### src/rtl/sram_stream_reader_pkg.sv
// Shared constants and types for the SRAM-to-stream reader.
// MAX_ADDR_WIDTH / SRAM_WIDTH_O mirror the bank constants used across the memory subsystem.
package sram_stream_reader_pkg;

    localparam int MAX_ADDR_WIDTH = 16;
    localparam int SRAM_WIDTH_O   = 32;

    typedef enum logic [1:0] {
        ST_IDLE,
        ST_READ,
        ST_DRAIN,
        ST_DONE
    } state_t;

endpackage

### src/rtl/sram_stream_reader_if.sv
// Command, SRAM bank and output stream signals of the reader.
// The master modport is the reader; the slave modport is its environment.
interface sram_stream_reader_if
    import sram_stream_reader_pkg::*;
#(
    parameter int ADDR_WIDTH = MAX_ADDR_WIDTH,
    parameter int DATA_WIDTH = SRAM_WIDTH_O,
    parameter int LEN_WIDTH  = 16
);
    logic                  start;
    logic [ADDR_WIDTH-1:0] base_addr;
    logic [LEN_WIDTH-1:0]  len;
    logic                  sram_en;
    logic                  sram_we;
    logic [ADDR_WIDTH-1:0] sram_addr;
    logic [DATA_WIDTH-1:0] sram_data;
    logic                  m_valid;
    logic                  m_ready;
    logic [DATA_WIDTH-1:0] m_data;
    logic                  m_last;
    logic                  busy;
    logic                  done;

    modport master (
        input  start, base_addr, len, sram_data, m_ready,
        output sram_en, sram_we, sram_addr, m_valid, m_data, m_last, busy, done
    );

    modport slave (
        output start, base_addr, len, sram_data, m_ready,
        input  sram_en, sram_we, sram_addr, m_valid, m_data, m_last, busy, done
    );

endinterface

### src/rtl/sram_stream_reader_fifo2.sv
// Two-entry FIFO holding returned read words until the stream consumer takes them.
// Entries reset to zero so the head reads as zero after reset.
module fifo2 #(
    parameter int WIDTH = 8
) (
    input  logic             clk,
    input  logic             rst,
    input  logic             push,
    input  logic [WIDTH-1:0] push_data,
    input  logic             pop,
    output logic [WIDTH-1:0] pop_data,
    output logic [1:0]       count
);

    logic [1:0][WIDTH-1:0] mem;
    logic                  wr_ptr;
    logic                  rd_ptr;

    always_ff @(posedge clk or negedge rst) begin
        if (!rst) begin
            mem    <= '0;
            wr_ptr <= 1'b0;
            rd_ptr <= 1'b0;
            count  <= 2'd0;
        end else begin
            if (push) begin
                mem[wr_ptr] <= push_data;
                wr_ptr      <= ~wr_ptr;
            end
            if (pop) rd_ptr <= ~rd_ptr;
            count <= count + 2'(push) - 2'(pop);
        end
    end

    assign pop_data = mem[rd_ptr];

endmodule

### src/rtl/sram_stream_reader.sv
// Streams len consecutive words from a synchronous SRAM bank, starting at base_addr,
// through a two-entry buffer with valid/ready back-pressure.
module sram_stream_reader
    import sram_stream_reader_pkg::*;
#(
    parameter int ADDR_WIDTH = MAX_ADDR_WIDTH,
    parameter int DATA_WIDTH = SRAM_WIDTH_O,
    parameter int LEN_WIDTH  = 16
) (
    input  logic                 clk,
    input  logic                 rst,
    sram_stream_reader_if.master bus
);

    state_t                state, state_nxt;
    logic [LEN_WIDTH-1:0]  len_q;
    logic [LEN_WIDTH-1:0]  iss_cnt;
    logic [ADDR_WIDTH-1:0] addr_q;
    logic                  in_flight;
    logic                  in_flight_last;
    logic [1:0]            fifo_cnt;
    logic [DATA_WIDTH:0]   head;
    logic [2:0]            occ;
    logic                  pop;
    logic                  issue;
    logic                  issue_last;
    logic                  busy_c;
    logic                  done_c;

    assign pop = bus.m_valid & bus.m_ready;
    // Buffered words plus the read in flight, net of this cycle's pop, must leave a free slot.
    assign occ = {1'b0, fifo_cnt} + {2'b0, in_flight} - {2'b0, pop};

    always_ff @(posedge clk or negedge rst) begin
        if (!rst) state <= ST_IDLE;
        else      state <= state_nxt;
    end

    always_comb begin
        state_nxt  = state;
        issue      = 1'b0;
        issue_last = 1'b0;
        busy_c     = 1'b0;
        done_c     = 1'b0;
        case (state)
            ST_IDLE: begin
                if (bus.start) state_nxt = (bus.len == '0) ? ST_DONE : ST_READ;
            end
            ST_READ: begin
                busy_c     = 1'b1;
                issue      = (occ < 3'd2);
                issue_last = issue && (iss_cnt == len_q - LEN_WIDTH'(1));
                if (issue_last) state_nxt = ST_DRAIN;
            end
            ST_DRAIN: begin
                busy_c = 1'b1;
                if (pop && head[DATA_WIDTH]) state_nxt = ST_DONE;
            end
            ST_DONE: begin
                done_c    = 1'b1;
                state_nxt = ST_IDLE;
            end
            default: state_nxt = ST_IDLE;
        endcase
    end

    always_ff @(posedge clk or negedge rst) begin
        if (!rst) begin
            len_q          <= '0;
            iss_cnt        <= '0;
            addr_q         <= '0;
            in_flight      <= 1'b0;
            in_flight_last <= 1'b0;
        end else begin
            if (state == ST_IDLE && bus.start) begin
                len_q   <= bus.len;
                addr_q  <= bus.base_addr;
                iss_cnt <= '0;
            end else if (issue) begin
                addr_q  <= addr_q + ADDR_WIDTH'(1);
                iss_cnt <= iss_cnt + LEN_WIDTH'(1);
            end
            // The last flag travels with the read so it lands in the FIFO beside its data.
            in_flight      <= issue;
            in_flight_last <= issue_last;
        end
    end

    fifo2 #(.WIDTH(DATA_WIDTH + 1)) u_fifo2 (
        .clk       (clk),
        .rst       (rst),
        .push      (in_flight),
        .push_data ({in_flight_last, bus.sram_data}),
        .pop       (pop),
        .pop_data  (head),
        .count     (fifo_cnt)
    );

    assign bus.sram_en   = issue;
    assign bus.sram_we   = 1'b0;
    assign bus.sram_addr = addr_q;
    assign bus.m_valid   = (fifo_cnt != 2'd0);
    assign bus.m_data    = head[DATA_WIDTH-1:0];
    assign bus.m_last    = bus.m_valid & head[DATA_WIDTH];
    assign bus.busy      = busy_c;
    assign bus.done      = done_c;

endmodule

### src/flat_wrapper.sv
// flat-port wrapper written by rule: the top's interface ports become plain ports
module sram_stream_reader_flat import sram_stream_reader_pkg::*;
#(
    parameter int ADDR_WIDTH = MAX_ADDR_WIDTH,
    parameter int DATA_WIDTH = SRAM_WIDTH_O,
    parameter int LEN_WIDTH  = 16
)
  (clk, rst, bus_start, bus_base_addr, bus_len, bus_sram_data, bus_m_ready, bus_sram_en, bus_sram_we, bus_sram_addr, bus_m_valid, bus_m_data, bus_m_last, bus_busy, bus_done);
  sram_stream_reader_if #(.ADDR_WIDTH(ADDR_WIDTH), .DATA_WIDTH(DATA_WIDTH), .LEN_WIDTH(LEN_WIDTH)) bus_i ();
  input  logic clk;
  input  logic rst;
  input wire logic [$bits(bus_i.start)-1:0] bus_start;
  input wire logic [$bits(bus_i.base_addr)-1:0] bus_base_addr;
  input wire logic [$bits(bus_i.len)-1:0] bus_len;
  input wire logic [$bits(bus_i.sram_data)-1:0] bus_sram_data;
  input wire logic [$bits(bus_i.m_ready)-1:0] bus_m_ready;
  output wire logic [$bits(bus_i.sram_en)-1:0] bus_sram_en;
  output wire logic [$bits(bus_i.sram_we)-1:0] bus_sram_we;
  output wire logic [$bits(bus_i.sram_addr)-1:0] bus_sram_addr;
  output wire logic [$bits(bus_i.m_valid)-1:0] bus_m_valid;
  output wire logic [$bits(bus_i.m_data)-1:0] bus_m_data;
  output wire logic [$bits(bus_i.m_last)-1:0] bus_m_last;
  output wire logic [$bits(bus_i.busy)-1:0] bus_busy;
  output wire logic [$bits(bus_i.done)-1:0] bus_done;
  assign bus_i.start = bus_start;
  assign bus_i.base_addr = bus_base_addr;
  assign bus_i.len = bus_len;
  assign bus_i.sram_data = bus_sram_data;
  assign bus_i.m_ready = bus_m_ready;
  assign bus_sram_en = bus_i.sram_en;
  assign bus_sram_we = bus_i.sram_we;
  assign bus_sram_addr = bus_i.sram_addr;
  assign bus_m_valid = bus_i.m_valid;
  assign bus_m_data = bus_i.m_data;
  assign bus_m_last = bus_i.m_last;
  assign bus_busy = bus_i.busy;
  assign bus_done = bus_i.done;
  sram_stream_reader #(.ADDR_WIDTH(ADDR_WIDTH), .DATA_WIDTH(DATA_WIDTH), .LEN_WIDTH(LEN_WIDTH)) u_core (.clk(clk), .rst(rst), .bus(bus_i));
endmodule
### config.mk
export PLATFORM = sky130hd
export DESIGN_NAME = sram_stream_reader_flat
export DESIGN_NICKNAME = d
export VERILOG_FILES = /design/src/rtl/sram_stream_reader_pkg.sv /design/src/rtl/sram_stream_reader_if.sv /design/src/rtl/sram_stream_reader_fifo2.sv /design/src/rtl/sram_stream_reader.sv /design/src/flat_wrapper.sv
export SDC_FILE = /design/constraint.sdc
export NUM_CORES = 1
export LEC_CHECK = 0
export CAP_MARGIN = 40
export CORE_MARGIN = 8
export CORE_UTILIZATION = 56
export DETAILED_ROUTE_END_ITERATION = 12
export PLACE_DENSITY = 0.9
export SYNTH_ARGS = -nofsm -noshare
export SYNTH_HDL_FRONTEND = slang
export SYNTH_SLANG_ARGS = --single-unit
### constraint.sdc
create_clock -name clk -period 5.33 [get_ports clk]
set_input_delay 0.7995 -clock clk [delete_from_list [all_inputs] [get_ports clk]]
set_output_delay 0.7995 -clock clk [all_outputs]
set_load 0.05 [all_outputs]
==> flow_metrics.env <==
export IMPL_tightest_slew_ps=672.6
export IMPL_antenna_found_initial=0
export IMPL_drive_gt1_frac=0.2277
export IMPL_place_hpwl_mm=10.43
export IMPL_hp_class="in2async"
export IMPL_outcome="finished, final reports clean"
export IMPL_grt_pass1_wl_mm=25.37
export IMPL_gp_congestion=0.8840
export IMPL_seq_power_share=0.285
export IMPL_start_util=0.5658
export IMPL_setup_worst_path_class="in2out"
export IMPL_synth_top_area_frac=0.5043
export IMPL_rsz0062_at_grt="false"
export IMPL_synthFlopType="dfrtp_1"
export IMPL_worst_ep_arrival_time_ps=3630
export IMPL_synth_distinct_cells=48
export IMPL_setup_worst_path_start_class="input pin"
export IMPL_cts_tree="yes"
export IMPL_area_growth_pct=33.65
export IMPL_portBuffers=120
export IMPL_cts_setup_buffers=0
export IMPL_switching_share=0.4281
export IMPL_min_period_ps=4430
export IMPL_pwr_share_clk=0.217
export IMPL_synth_top_area_cell="dfrtp_1"
export IMPL_clkSinkCount=122
export IMPL_clock_skew_ps=8.437
export IMPL_clk_pin_slew_ps=60
export IMPL_nets=738
export IMPL_grt_use_total=0.2205
export IMPL_comb_power_share=0.499
export IMPL_clock_tree_root_cell="clkbuf_8"
export IMPL_peakVddDrop_mv=0.5062
export IMPL_wirelength_mm=15.20
export IMPL_setup_tns_ps=0
export IMPL_max_freq_mhz=225.7
export IMPL_cts_max_level=4
export IMPL_critPathMaxFanout=3
export IMPL_relSlewSlack=0.5482
export IMPL_avgSynthCellArea_sq_um=11.25
export IMPL_cts_resized=0
export IMPL_holdBufCountCts=0
export IMPL_io_pin_count=122
export IMPL_p_int_mw=3.332
export IMPL_yosysSeqAreaShare=0.5043
export IMPL_syn_area_sq_um=6053
export IMPL_cts_buffers=17
export IMPL_ys_ff_latch=122
export IMPL_vias=4502
export IMPL_cp_required_ps=4530
export IMPL_overflow=0
export IMPL_power_density_nw_per_um2=720.1
export IMPL_grt_max_degree=63
export IMPL_clk_latency_ps=520
export IMPL_hold_violations=0
export IMPL_ys_async_sr_fraction=1.000
export IMPL_synth_fp_nets=617
export IMPL_fp_dieH_microns=120.0
export IMPL_yosysWarnings=0
export IMPL_synth_edf_count=0
export IMPL_wire_per_inst_microns=18.72
export IMPL_n_fill_cell=666
export IMPL_worstSetupEndpointType="output port"
export IMPL_synthCells=538
export IMPL_p_total_mw=5.826
export IMPL_first_pass_iters=4
export IMPL_synth_area_leaders="dfrtp_1 50%, mux2_2 18%, nand2_1 4.7%, xor2_1 4.2%, xnor2_1 2.9%"
export IMPL_die_w_microns=120.0
export IMPL_p_sw_mw=2.494
export IMPL_final_cells=812
export IMPL_detail_route_vias_per_cell=5.544
export IMPL_core_sq_um=10700
export IMPL_maxCapViolCount=0
export IMPL_fin_ws_ps=899.9
export IMPL_place_inst=780
export IMPL_fin_util=0.7563
export IMPL_drtIter0Drc=269
export IMPL_clk_path_buf_depth=2
export IMPL_ant_nets=0
export IMPL_antenna_cells=0
export IMPL_period_share=0.8312
export IMPL_dp_slack_ps=948.4
export IMPL_finalSetupViolCount=0
export IMPL_dieArea_sq_um=14390
export IMPL_leakagePower_nw=3.448
export IMPL_drv_slew=0
export IMPL_rows=38
export IMPL_grt_pass1_vias=5036
export IMPL_drc_errors=0
-- per-layer routing --
metal  routed length (microns)  track usage  up-vias
met2                      7431       0.3748      159
met5                         0            0        -
li1                          -            -     2096
met1                      6395       0.2566     2222
met4                       310      0.07806        0
met3                      1062      0.07186       25
-- cell usage after synthesis (3+ instances only) --
master and n:
buf_1 5, mux2_2 99, mux2i_1 7, nand2_1 75, and2_1 3, nand3_1 11
ha_1 10, a21oi_1 5, xnor2_1 20, nor3_1 7, or3_1 4, nor2_1 27
and3_1 3, nand4_1 12, nor4_1 5, inv_1 17, clkbuf_1 17, dfrtp_1 122
xor2_1 29, o21ai_0 25
-- path summary, 6_finish.rpt --
| kind | start | endpoint | slack, ps | depth (start not counted) |
|---|---|---|---|---|
| min reg2reg | u_core.u_fifo2.mem[44] | u_core.u_fifo2.mem[44] | 500 | 1 |
| min in group clk | u_core.u_fifo2.mem[44] | u_core.u_fifo2.mem[44] | 500 | 1 |
| max reg2reg | u_core.u_fifo2.count[1] | u_core.iss_cnt[15] | 1710 | 17 |
| max in group asynchronous | rst | u_core.u_fifo2.mem[59] | 4330 | 2 |
| max | bus_m_ready | bus_sram_en | 900 | 11 |
| min | rst | u_core.u_fifo2.mem[44] | 150 | 1 |
-- layout by cell type, fill, tap and decap left out, types with 2 or more instances in the layout --
| cell type | count |
|---|---|
| and2_1 | 2 |
| xnor2_1 | 20 |
| mux2i_1 | 7 |
| a31oi_1 | 2 |
| nand4_1 | 12 |
| nand2_1 | 75 |
| bufinv_16 | 5 |
| mux2_2 | 99 |
| nor4_4 | 2 |
| inv_6 | 3 |
| or3_1 | 4 |
| clkbuf_8 | 3 |
| nor3_1 | 7 |
| a21oi_1 | 5 |
| nor2_1 | 26 |
| dfrtp_1 | 122 |
| inv_1 | 17 |
| nor2b_1 | 2 |
| buf_4 | 6 |
| clkinvlp_4 | 3 |
| nor2_2 | 2 |
| nor4_1 | 5 |
| and4_1 | 2 |
| nand3_1 | 11 |
| nor4b_1 | 2 |
| clkdlybuf4s50_1 | 119 |
| ha_1 | 10 |
| and3_1 | 3 |
| buf_16 | 2 |
| clkbuf_16 | 16 |
| xor2_1 | 29 |
| o21ai_0 | 25 |
-- logic make-up (layout without fill, tap and decap cells) --
| family | Yosys count | count (layout) | share of synthesized area |
|---|---|---|---|
| other | 1 | 1 | 0.0006195 |
| buffers and inverters | 43 | 177 | 0.02832 |
| DFF | 122 | 122 | 0.5043 |
| and+or+nand+nor | 164 | 164 | 0.1350 |
| xor gates and xnor gates | 49 | 49 | 0.07090 |
| adders and majority gates | 11 | 11 | 0.02398 |
| AOI/OAI and AO/OA | 42 | 42 | 0.04113 |
| muxes | 106 | 106 | 0.1957 |
-- stage by stage --
stage	hold slack [ps]	cell area [sq um]
3_3_place_gp	473.4	7361
4_1_cts	138.2	8090
5_1_grt	142.6	8090
2_1_floorplan	461.3	6053
3_5_place_dp	489.4	7436
6_report	150.1	8090
-- area by class of cell --
| cell class | instances | area (sq um) | area share |
|---|---|---|---|
| timing repair buffer | 128 | 1311 | 0.1621 |
| clock inverter | 13 | 212.7 | 0.02629 |
| inverter | 17 | 63.81 | 0.007887 |
| tap | 140 | 175.2 | 0.02165 |
| sequential | 122 | 3053 | 0.3774 |
| multi-input combinational | 373 | 2833 | 0.3501 |
| clock buffer | 19 | 441.7 | 0.05459 |
-- worst max-delay path: stages --
cell and delay (ps):
clkdlybuf4s50_1 440, nand2_1 130, inv_1 60, ha_1 290, inv_1 60, ha_1 130, inv_1 60, fa_1 380
xnor2_1 210, and3_1 240, clkdlybuf4s50_1 820
-- power groups by stage --
stage	Sequential, mW	Clock (mW)	Combinational (mW)
floorplan	1.72	0	1.89
global placement	1.62	0	2.74
detailed placement	1.64	0	2.88
CTS	1.65	1.28	2.92
global route	1.71	1.32	3.09
finish	1.66	1.26	2.91
-- state kept, by name, summed over array words and instances (netlist names) --
register / cells
u_core.u_fifo2.mem: 66
u_core.bus.sram_addr: 16
u_core.iss_cnt: 16
u_core.len_q: 16
u_core.state: 2
u_core.u_fifo2.count: 2
u_core.in_flight: 1
u_core.in_flight_last: 1
u_core.u_fifo2.rd_ptr: 1
u_core.u_fifo2.wr_ptr: 1
No activity file was read; power rests on OpenSTA's default activity.
